### src/rtl/f_pkg.sv
// rtl/f_pkg.sv - shared widths, constants and state codes for the float normalize/round stage
package f_pkg;

  localparam int EXP_W  = 8;
  localparam int FRAC_W = 23;
  localparam int MANT_W = 28;
  localparam int BIAS   = 127;

  localparam int          EXP_MAX = 255;
  localparam logic [31:0] QNAN    = 32'h7FC0_0000;

  // out_flags bit positions: {overflow, underflow, inexact}
  localparam int FLAG_OVF = 2;
  localparam int FLAG_UNF = 1;
  localparam int FLAG_INX = 0;

  localparam logic [1:0] ST_IDLE  = 2'd0;
  localparam logic [1:0] ST_SHIFT = 2'd1;
  localparam logic [1:0] ST_ROUND = 2'd2;
  localparam logic [1:0] ST_DONE  = 2'd3;

endpackage

### src/rtl/f_norm_round_if.sv
// rtl/f_norm_round_if.sv - sum-in / packed-result-out handshake bundle
interface f_norm_round_if;
  import f_pkg::*;

  logic              in_valid;
  logic              in_ready;
  logic              in_sign;
  logic [EXP_W-1:0]  in_exp;
  logic [MANT_W-1:0] in_mant;
  logic              in_nan;
  logic              in_inf;
  logic              out_valid;
  logic              out_ready;
  logic [31:0]       out;
  logic [2:0]        out_flags;

  modport master (
    output in_valid, in_sign, in_exp, in_mant, in_nan, in_inf, out_ready,
    input  in_ready, out_valid, out, out_flags
  );

  modport slave (
    input  in_valid, in_sign, in_exp, in_mant, in_nan, in_inf, out_ready,
    output in_ready, out_valid, out, out_flags
  );

endinterface

### src/rtl/f_round_rne.sv
// rtl/f_round_rne.sv - combinational round-to-nearest-even on a 23-bit fraction
module f_round_rne
  import f_pkg::*;
(
  input  logic              hidden,
  input  logic [FRAC_W-1:0] frac_in,
  input  logic              g,
  input  logic              r,
  input  logic              s,
  input  logic signed [9:0] exp_in,
  output logic [FRAC_W-1:0] frac_out,
  output logic signed [9:0] exp_out,
  output logic              inexact,
  output logic              carry
);

  logic          inc;
  logic [FRAC_W:0] frac_sum;

  // Carry out of the fraction only bumps the exponent when the hidden bit was
  // already set; a subnormal carrying into the hidden bit stays at exponent 1.
  always_comb begin
    inc      = g & (r | s | frac_in[0]);
    frac_sum = {1'b0, frac_in} + {{FRAC_W{1'b0}}, inc};
    carry    = frac_sum[FRAC_W];
    frac_out = carry ? '0 : frac_sum[FRAC_W-1:0];
    exp_out  = (carry & hidden) ? exp_in + 10'sd1 : exp_in;
    inexact  = g | r | s;
  end

endmodule

### src/rtl/f_norm_round.sv
// rtl/f_norm_round.sv - sequential normalize and round-to-nearest-even to IEEE-754 single
module f_norm_round
  import f_pkg::*;
#(
  parameter bit FTZ = 1'b0
) (
  input logic            clk,
  input logic            rstn,
  f_norm_round_if.slave  bus
);

  localparam logic signed [9:0] EXP_LIM = 10'(EXP_MAX);

  logic [1:0]        state_q;
  logic              sign_q;
  logic signed [9:0] exp_q;
  logic [MANT_W-1:0] mant_q;
  logic [31:0]       out_q;
  logic [2:0]        flags_q;

  logic [MANT_W-1:0] mant_sh;
  logic signed [9:0] in_exp_s;
  logic [FRAC_W-1:0] rnd_frac;
  logic signed [9:0] rnd_exp;
  logic              rnd_inexact;
  logic              rnd_carry;
  logic              hid_after;
  logic [31:0]       res_out;
  logic [2:0]        res_flags;

  assign bus.in_ready  = (state_q == ST_IDLE);
  assign bus.out_valid = (state_q == ST_DONE);
  assign bus.out       = out_q;
  assign bus.out_flags = flags_q;

  assign in_exp_s = signed'({2'b00, bus.in_exp});

  // Bit 0 carries sticky and must not move; zero enters at the round position
  assign mant_sh = {mant_q[MANT_W-2:1], 1'b0, mant_q[0]};

  f_round_rne u_round (
    .hidden   (mant_q[MANT_W-2]),
    .frac_in  (mant_q[MANT_W-3:3]),
    .g        (mant_q[2]),
    .r        (mant_q[1]),
    .s        (mant_q[0]),
    .exp_in   (exp_q),
    .frac_out (rnd_frac),
    .exp_out  (rnd_exp),
    .inexact  (rnd_inexact),
    .carry    (rnd_carry)
  );

  assign hid_after = mant_q[MANT_W-2] | rnd_carry;

  // Pack the rounded value, classifying overflow / subnormal / normal
  always_comb begin
    res_out             = {sign_q, rnd_exp[EXP_W-1:0], rnd_frac};
    res_flags           = 3'b000;
    res_flags[FLAG_INX] = rnd_inexact;
    if (rnd_exp >= EXP_LIM) begin
      res_out             = {sign_q, 8'hFF, {FRAC_W{1'b0}}};
      res_flags[FLAG_OVF] = 1'b1;
      res_flags[FLAG_INX] = 1'b1;
    end else if (!hid_after) begin
      if (FTZ) begin
        res_out             = {sign_q, 31'b0};
        res_flags[FLAG_UNF] = 1'b1;
        res_flags[FLAG_INX] = 1'b1;
      end else begin
        res_out             = {sign_q, 8'h00, rnd_frac};
        res_flags[FLAG_UNF] = rnd_inexact;
      end
    end
  end

  // Control FSM: capture the sum, normalize one bit per cycle, round, hold result
  always_ff @(posedge clk or negedge rstn) begin
    if (!rstn) begin
      state_q <= ST_IDLE;
      sign_q  <= 1'b0;
      exp_q   <= '0;
      mant_q  <= '0;
      out_q   <= '0;
      flags_q <= '0;
    end else begin
      case (state_q)
        ST_IDLE: begin
          if (bus.in_valid) begin
            sign_q  <= bus.in_sign;
            flags_q <= '0;
            if (bus.in_nan) begin
              out_q   <= QNAN;
              state_q <= ST_DONE;
            end else if (bus.in_inf) begin
              out_q   <= {bus.in_sign, 8'hFF, {FRAC_W{1'b0}}};
              state_q <= ST_DONE;
            end else if (bus.in_mant == '0) begin
              out_q   <= {bus.in_sign, 31'b0};
              state_q <= ST_DONE;
            end else if (bus.in_mant[MANT_W-1]) begin
              mant_q  <= {1'b0, bus.in_mant[MANT_W-1:2], bus.in_mant[1] | bus.in_mant[0]};
              exp_q   <= in_exp_s + 10'sd1;
              state_q <= ST_ROUND;
            end else begin
              mant_q  <= bus.in_mant;
              exp_q   <= in_exp_s;
              // Already normalized, or already at the subnormal floor: no shifting
              state_q <= (bus.in_mant[MANT_W-2] || bus.in_exp == 8'd1) ? ST_ROUND : ST_SHIFT;
            end
          end
        end
        ST_SHIFT: begin
          mant_q <= mant_sh;
          exp_q  <= exp_q - 10'sd1;
          if (mant_sh[MANT_W-2] || exp_q == 10'sd2) begin
            state_q <= ST_ROUND;
          end
        end
        ST_ROUND: begin
          out_q   <= res_out;
          flags_q <= res_flags;
          state_q <= ST_DONE;
        end
        ST_DONE: begin
          if (bus.out_ready) begin
            state_q <= ST_IDLE;
          end
        end
        default: state_q <= ST_IDLE;
      endcase
    end
  end

endmodule
### src/flat_wrapper.sv
// flat-port wrapper written by rule: the top's interface ports become plain ports
module f_norm_round_flat import f_pkg::*;
#(
  parameter bit FTZ = 1'b0
)
  (clk, rstn, bus_in_valid, bus_in_sign, bus_in_exp, bus_in_mant, bus_in_nan, bus_in_inf, bus_out_ready, bus_in_ready, bus_out_valid, bus_out, bus_out_flags);
  f_norm_round_if bus_i ();
  input logic clk;
  input logic rstn;
  input wire logic [$bits(bus_i.in_valid)-1:0] bus_in_valid;
  input wire logic [$bits(bus_i.in_sign)-1:0] bus_in_sign;
  input wire logic [$bits(bus_i.in_exp)-1:0] bus_in_exp;
  input wire logic [$bits(bus_i.in_mant)-1:0] bus_in_mant;
  input wire logic [$bits(bus_i.in_nan)-1:0] bus_in_nan;
  input wire logic [$bits(bus_i.in_inf)-1:0] bus_in_inf;
  input wire logic [$bits(bus_i.out_ready)-1:0] bus_out_ready;
  output wire logic [$bits(bus_i.in_ready)-1:0] bus_in_ready;
  output wire logic [$bits(bus_i.out_valid)-1:0] bus_out_valid;
  output wire logic [$bits(bus_i.out)-1:0] bus_out;
  output wire logic [$bits(bus_i.out_flags)-1:0] bus_out_flags;
  assign bus_i.in_valid = bus_in_valid;
  assign bus_i.in_sign = bus_in_sign;
  assign bus_i.in_exp = bus_in_exp;
  assign bus_i.in_mant = bus_in_mant;
  assign bus_i.in_nan = bus_in_nan;
  assign bus_i.in_inf = bus_in_inf;
  assign bus_i.out_ready = bus_out_ready;
  assign bus_in_ready = bus_i.in_ready;
  assign bus_out_valid = bus_i.out_valid;
  assign bus_out = bus_i.out;
  assign bus_out_flags = bus_i.out_flags;
  f_norm_round #(.FTZ(FTZ)) u_core (.clk(clk), .rstn(rstn), .bus(bus_i));
endmodule
### config.mk
export PLATFORM = sky130hd
export DESIGN_NAME = f_norm_round_flat
export DESIGN_NICKNAME = d
export VERILOG_FILES = /design/src/rtl/f_pkg.sv /design/src/rtl/f_norm_round_if.sv /design/src/rtl/f_round_rne.sv /design/src/rtl/f_norm_round.sv /design/src/flat_wrapper.sv
export SDC_FILE = /design/constraint.sdc
export NUM_CORES = 1
export LEC_CHECK = 0
export ABC_AREA = 1
export CAP_MARGIN = 15
export CORE_AREA = 10 10 113 115
export CTS_CLUSTER_DIAMETER = 30
export DETAILED_ROUTE_END_ITERATION = 8
export DIE_AREA = 0 0 123 125
export PLACE_DENSITY = 0.84
export RECOVER_POWER = 50
export SLEW_MARGIN = 25
export SYNTH_ARGS = -nofsm -noshare
export SYNTH_HDL_FRONTEND = slang
export SYNTH_HIERARCHICAL = 1
export SYNTH_SLANG_ARGS = --single-unit
### constraint.sdc
create_clock -name clk -period 2.3 [get_ports clk]
set_input_delay 0.46 -clock clk [delete_from_list [all_inputs] [get_ports clk]]
set_output_delay 0.46 -clock clk [all_outputs]
set_load 0.03 [all_outputs]
---- Word level (Yosys, flattened, before mapping) ----
Cells that the tools add are included.
cells by class
  add/sub/neg operators ................... 4
  $mul .................................... 0
  div/mod/pow operators ................... 0
  magnitude comparators ................... 1
  equal/unequal tests ..................... 12
  shift operators ......................... 0
  multiplexer cells ....................... 36
  bitwise operators ....................... 12
  reduce and logical (&&, ||, !) cells .... 12
operators by type and width
  kind                                                  count
  two-way mux 27 bit                                    5
  two-way mux 32 bit                                    4
  one-hot mux 32 bit (2 select lines)                   1
  two-way mux 31 bit                                    2
  two-way mux 10 bit                                    6
  one-hot mux 27 bit (2 select lines)                   1
  zero test 28 bit                                      1
  adder 23 x 1 -> 24 bit                                1
  two-way mux 23 bit                                    1
  one-hot mux 10 bit (2 select lines)                   1
  two-way mux 2 bit                                     8
  adder 10 x 2 -> 10 bit, second input constant         1
  == test 10 x 3 -> 1 bit, second input constant        1
  >= comparator 10 x 9 -> 1 bit, second input constant  1
  != test 2 bit, second input constant                  5
  subtractor 10 x 2 -> 10 bit, second input constant    1
  adder 8 x 1 -> 9 bit, second input constant           1
  == test 8 x 1 -> 1 bit, second input constant         1
  one-hot mux 2 bit (4 select lines)                    1
  OR 1 bit                                              6
  one-hot mux 3 bit (2 select lines)                    1
  AND reduction 3 bit                                   2
  AND reduction 6 bit                                   1
  AND reduction 5 bit                                   1
  12 further kinds                                      23
storage, ports and cells
  flip-flop bits (word level) ............. 75
  latch bits .............................. 0
  RAM bits ................................ 0
  memory bits (read-only) ................. 0
  memories ................................ 0

---- Logic depth before layout (Yosys ltp) ----
  depth in word-level cells ............... 9
  depth in mapped cells ................... 19
  mapped depth without buffers ............ 18

---- By module ----
Netlist, hierarchy kept.
by module, submodules not included
  module        times used  cells each  area each (sq um)  sequential area each (sq um)
  f_norm_round  1           673         4618.2             1876.8
  f_round_rne   1           234         1119.8             0.0

---- Least setup slack after synthesis ----
No wires, ideal clock.
  kind .................................... register -> register
  from .................................... register u_core.mant_q[17]
  to ...................................... register u_core.out_q[25] (netlist: u_core/bus.out[25])
  setup time .............................. 0.117 ns
  arrival time ............................ 1.991 ns
  required time ........................... 2.183 ns
  path slack .............................. 0.192 ns
  stages on the path, launching flop included .. 20
  clock period less this slack ............ 2.108 ns
  cell sequence ........................... dfrtp_1 nand2_1 nor2_1 nand2_2 nor2_8 buf_6 nand3_1 nand2_1 nand2_1 nand2_1 nor2_1 nand2_1 nand2_1 nand2_1 clkbuf_1 nand2_1 nand2_1 nand2_1 nand2_1 nand2_1
between the ends
  cells in the longest elaborated chain, start to end .. 6
  elaborated cells between the ends (all ways) .. 8
  classes of those cells .................. add/sub (1); order compare (1); mux (4); bitwise (2)
ends and longest elaborated chain
  what                                 line                 RTL
  from (decl)                          f_norm_round.sv:17   logic [MANT_W-1:0] mant_q;
  from (signal assigned)               f_norm_round.sv:102  mant_q <= {1'b0, bus.in_mant[MANT_W-1:2], bus.in_mant[1] | bus.in_mant[0]};
  from (signal assigned)               f_norm_round.sv:106  mant_q <= bus.in_mant;
  from (signal assigned)               f_norm_round.sv:114  mant_q <= mant_sh;
  adder 23 x 1 -> 24 bit               f_round_rne.sv:24    frac_sum = {1'b0, frac_in} + {{FRAC_W{1'b0}}, inc};
  bitwise AND 1 bit                    f_round_rne.sv:27    exp_out = (carry & hidden) ? exp_in + 10'sd1 : exp_in;
  two-way mux 10 bit                   f_round_rne.sv:27
  net u_core.rnd_exp[5]                f_norm_round.sv:24   logic signed [9:0] rnd_exp;
  >= comparator 10 x 9 -> 1 bit        f_norm_round.sv:61   if (rnd_exp >= EXP_LIM) begin
  two-way mux 31 bit                   f_norm_round.sv:61
  one-hot mux 32 bit (2 select lines)  f_norm_round.sv:87   case (state_q)
  to (signal assigned)                 f_norm_round.sv:96   out_q <= {bus.in_sign, 8'hFF, {FRAC_W{1'b0}}};
  to (signal assigned)                 f_norm_round.sv:99   out_q <= {bus.in_sign, 31'b0};
  to (signal assigned)                 f_norm_round.sv:121  out_q <= res_out;
  to (decl)                            f_norm_round.sv:18   logic [31:0] out_q;
The timed path passes the listed nets, and every way through them passes these cells.
A chain may end at the register's enable or synchronous reset.

---- Worst setup path after layout ----
  from .................................... register u_core.mant_q[11]
  to ...................................... register u_core.out_q[22] (netlist: u_core/bus.out[22])
The elaborated chain is that of the path after synthesis.

==> results.py <==
metrics = {
    "status": {
        "status": "complete, no violations",
    },
    "power": {
        "comb_power_share_pct": 60.9,
        "p_sw_mw": 4.51,
        "sw_frac_of_total_pct": 48.2,
        "p_clk_share_pct": 13.4,
        "p_seq_share_pct": 25.7,
        "p_leak_nw": 3.69,
        "irDropWorstVdd_mv": 0.632,
        "power_density_mw_per_mm2": 1290,
        "p_int_mw": 4.85,
    },
    "clocking": {
        "clock_latency_ns": 0.36,
        "clk_path_buf_depth": 2,
        "clock-root-buffer": "clkbuf_8",
        "path_clk_slew_ns": 0.08,
        "clock_sinks": 75,
        "cts.hold.buffers_added": 0,
        "h-tree-depth": 3,
        "cts_tree": "yes",
        "cts_buffers": 9,
    },
    "floorplan": {
        "fp.dieH_um": 125,
        "die_w_um": 123,
        "dieArea_mm2": 0.0154,
        "initial_core_util_pct": 54.1,
        "ios": 80,
        "rows": 38,
        "core-area_mm2": 0.0106,
    },
    "sta": {
        "clock_skew_ns": 0.0107,
        "final.setup.tns_ns": 0,
        "fin_crit_ns": 2.23,
        "worst_slew_pin_slew_ns": 0.490,
        "setup_violations": 0,
        "fin_hold_ws_ns": 0.187,
        "maxSlewViolCount": 0,
        "period_share_pct": 96.8,
        "hold_viol": 0,
        "clock.fmax_ghz": 0.449,
        "maxSlewHeadroom_pct": 67.4,
    },
    "routing": {
        "drt.antenna.violating_nets": 0,
        "drtPass1Iterations": 5,
        "routed_via_density": 5.28,
        "drt_iter0_drc": 670,
        "wire_per_inst_um": 13.5,
        "drc_errors": 0,
        "drt-total-wl_um": 15700,
        "via_count": 6107,
    },
    "critical_path": {
        "worst_setup_path_start_kind": "flip-flop",
        "crit_fanout": 8,
        "crit_type": "flip-flop to flip-flop",
        "worstPathArrival_ns": 2.48,
        "cp-end-kind": "flip-flop",
        "crit_required_ns": 2.55,
    },
    "synth": {
        "synthCells": 907,
        "synthTopCellsByCount": "nand2_1, nand3_1, inv_1, nor2_1, dfrtp_1",
        "synth_area_leaders": "dfrtp_1, nand2_1, nand3_1",
        "ys_seq_area_share_pct": 32.7,
        "synth.distinct_cells": 36,
        "synth.avg_cell_area_um2": 6.33,
        "synth-adder-area-share_pct": 2.62,
        "synthMuxAreaShare_pct": 0.174,
        "synth_top_family_by_area": "simple AND/OR/NAND/NOR gates",
        "yosysMostFrequentCell": "nand2_1",
        "synth_xor_area_share_pct": 2.59,
        "ys_warn_count": 6,
        "synthArstFlopShare_pct": 100,
        "synthSimpleGateAreaFrac_pct": 43.0,
        "netlist_area_mm2": 0.00574,
        "syn_nets": 962,
        "yosysTopAreaCell": "dfrtp_1",
        "synth-compound-area-share_pct": 9.29,
        "synth-main-ff-cell": "dfrtp_1",
        "synth_edf_count": 0,
        "ys_seq_elements": 75,
        "synth_top_area_share_pct": 32.7,
    },
    "finish": {
        "antenna_cells": 0,
        "seqCellArea_mm2": 0.00188,
        "nNetsFinal": 1067,
        "multiInputGateArea_mm2": 0.00336,
        "drive_gt1_share_pct": 12.0,
        "final.fill_count": 933,
        "area_growth_pct": 26.2,
    },
    "global_routing": {
        "grtUsageTotal_pct": 19.5,
        "grt_first_pass_wirelength_um": 25300,
        "antenna_found_initial": 0,
        "overflow": 0,
        "grt_max_degree": 76,
        "grt_pass1_vias": 5489,
    },
    "run": {
        "cap_violations": 0,
    },
    "place": {
        "place_congestion": 0.924,
        "dp_hpwl_um": 11500,
        "numPortBuffers": 79,
    },
    "hold_path": {
        "hp-class": "primary input to asynchronous set/reset pin",
    },
}
==> registers in the layout, summed over array words and instances (netlist names) <==
| signal | flops |
|---|---|
| u_core/bus.out | 32 |
| u_core/bus.out_flags | 3 |
| u_core/exp_q | 10 |
| u_core/mant_q | 27 |
| u_core/sign_q | 1 |
| u_core/state_q | 2 |
==> kinds of logic (layout without fill, tap and decap cells) <==
| group | Yosys count | count (layout) |
|---|---|---|
| xor+xnor | 17 | 17 |
| mux | 1 | 1 |
| simple gates | 579 | 579 |
| flops | 75 | 75 |
| compound gates | 95 | 95 |
| fa+ha+maj | 12 | 12 |
| buf+inv | 128 | 238 |
==> repair_timing <==
item / 4_1_cts / 5_1_grt
endpoints found under the setup margin: 1 / 34
gates cloned: 0 / 2
resized for setup: 1 / 17
pin swaps: 0 / 10
buffers inserted: 0 / 7
==> worst paths after layout <==
| kind | slack [ns] | start | to | cells after the start |
|---|---|---|---|---|
| max | 0.07 | u_core/mant_q[11] | u_core/bus.out[22] | 18 |
| min | 0.19 | rstn | u_core/mant_q[17] | 2 |
| max reg2reg | 0.07 | u_core/mant_q[11] | u_core/bus.out[22] | 18 |
| min reg2reg | 0.48 | u_core/bus.out[26] | u_core/bus.out[26] | 2 |
| max in group asynchronous | 1.80 | rstn | u_core/mant_q[25] | 2 |
| min in group clk | 0.48 | u_core/bus.out[26] | u_core/bus.out[26] | 2 |
==> final cells by class <==
class / count / area share (%)
Multi-Input combinational cell: 704 / 46.5
Sequential cell: 75 / 25.9
Timing Repair Buffer: 131 / 17.0
Inverter: 91 / 4.72
Tap cell: 140 / 2.42
Clock buffer: 10 / 1.90
Clock inverter: 6 / 1.55
==> stage by stage <==
step                setup WS [ns]  instance area [um2]  util, %  power [mW]  instances
floorplan                   0.192                 5740        -        6.13        907
global placement           0.0424                 6840     64.5        7.79       1132
detailed placement       -0.00709                 6840     64.5        7.92       1132
CTS                        0.0159                 7090     66.9        9.23       1148
global route              -0.0583                 7240     68.3        10.1       1157
finish                     0.0736                 7240     68.3        9.36       1157
==> worst max-delay path: stages, from the launching register on <==
cell and delay [ns]:
dfrtp_1 0.37, nand2_2 0.11, nor2_4 0.17, nand2_4 0.10
nor2_4 0.12, nand2_2 0.08, nor2_4 0.15, nand2_1 0.07
nand2_1 0.09, nand2_1 0.07, nor2_1 0.11, nand2_1 0.07
nand2_2 0.08, nand2_4 0.09, buf_12 0.15, nand3_1 0.09
nand2_1 0.08, nand2_1 0.08, nand2_1 0.05
==> power groups by stage <==
| stage | Combinational, mW | Clock (mW) | Sequential [mW] |
|---|---|---|---|
| finish | 5.70 | 1.26 | 2.40 |
| global route | 6.29 | 1.34 | 2.48 |
| CTS | 5.56 | 1.27 | 2.40 |
| detailed placement | 5.51 | 0 | 2.42 |
| global placement | 5.39 | 0 | 2.40 |
| floorplan | 3.05 | 0 | 3.08 |
==> placed cells by master (no fill, tap or decap), types with 2 or more instances in the layout <==
cell | synthesis | layout
xor2_1 | 10 | 10
nand3_1 | 97 | 97
and2_1 | 2 | 2
a31oi_1 | 2 | 2
buf_12 | 0 | 2
clkinv_4 | 0 | 2
buf_4 | 4 | 48
bufinv_16 | 0 | 3
o21ai_0 | 56 | 56
nand2_4 | 2 | 4
nand3b_1 | 2 | 2
clkbuf_16 | 0 | 2
nor2_1 | 85 | 84
nand2_1 | 352 | 343
dfrtp_1 | 75 | 74
clkbuf_8 | 0 | 10
nand4_1 | 12 | 12
clkdlybuf4s50_1 | 0 | 61
inv_1 | 85 | 84
nor3_1 | 4 | 4
o21ai_2 | 13 | 13
nand2_2 | 7 | 14
xnor2_1 | 7 | 7
nor2_4 | 4 | 8
o21ai_1 | 21 | 21
nor2_2 | 6 | 3
ha_1 | 12 | 12
inv_2 | 5 | 6
dlygate4sd3_1 | 0 | 16
==> layer usage <==
metal | vias to the layer above | wire length [um] | track usage, %
li1 | 3067 | - | -
met1 | 2770 | 7090 | 26.9
met2 | 246 | 7010 | 30.2
met3 | 24 | 1300 | 3.92
met4 | 0 | 276 | 5.96
met5 | - | 0 | 0
No activity file was read; power rests on OpenSTA's default activity.
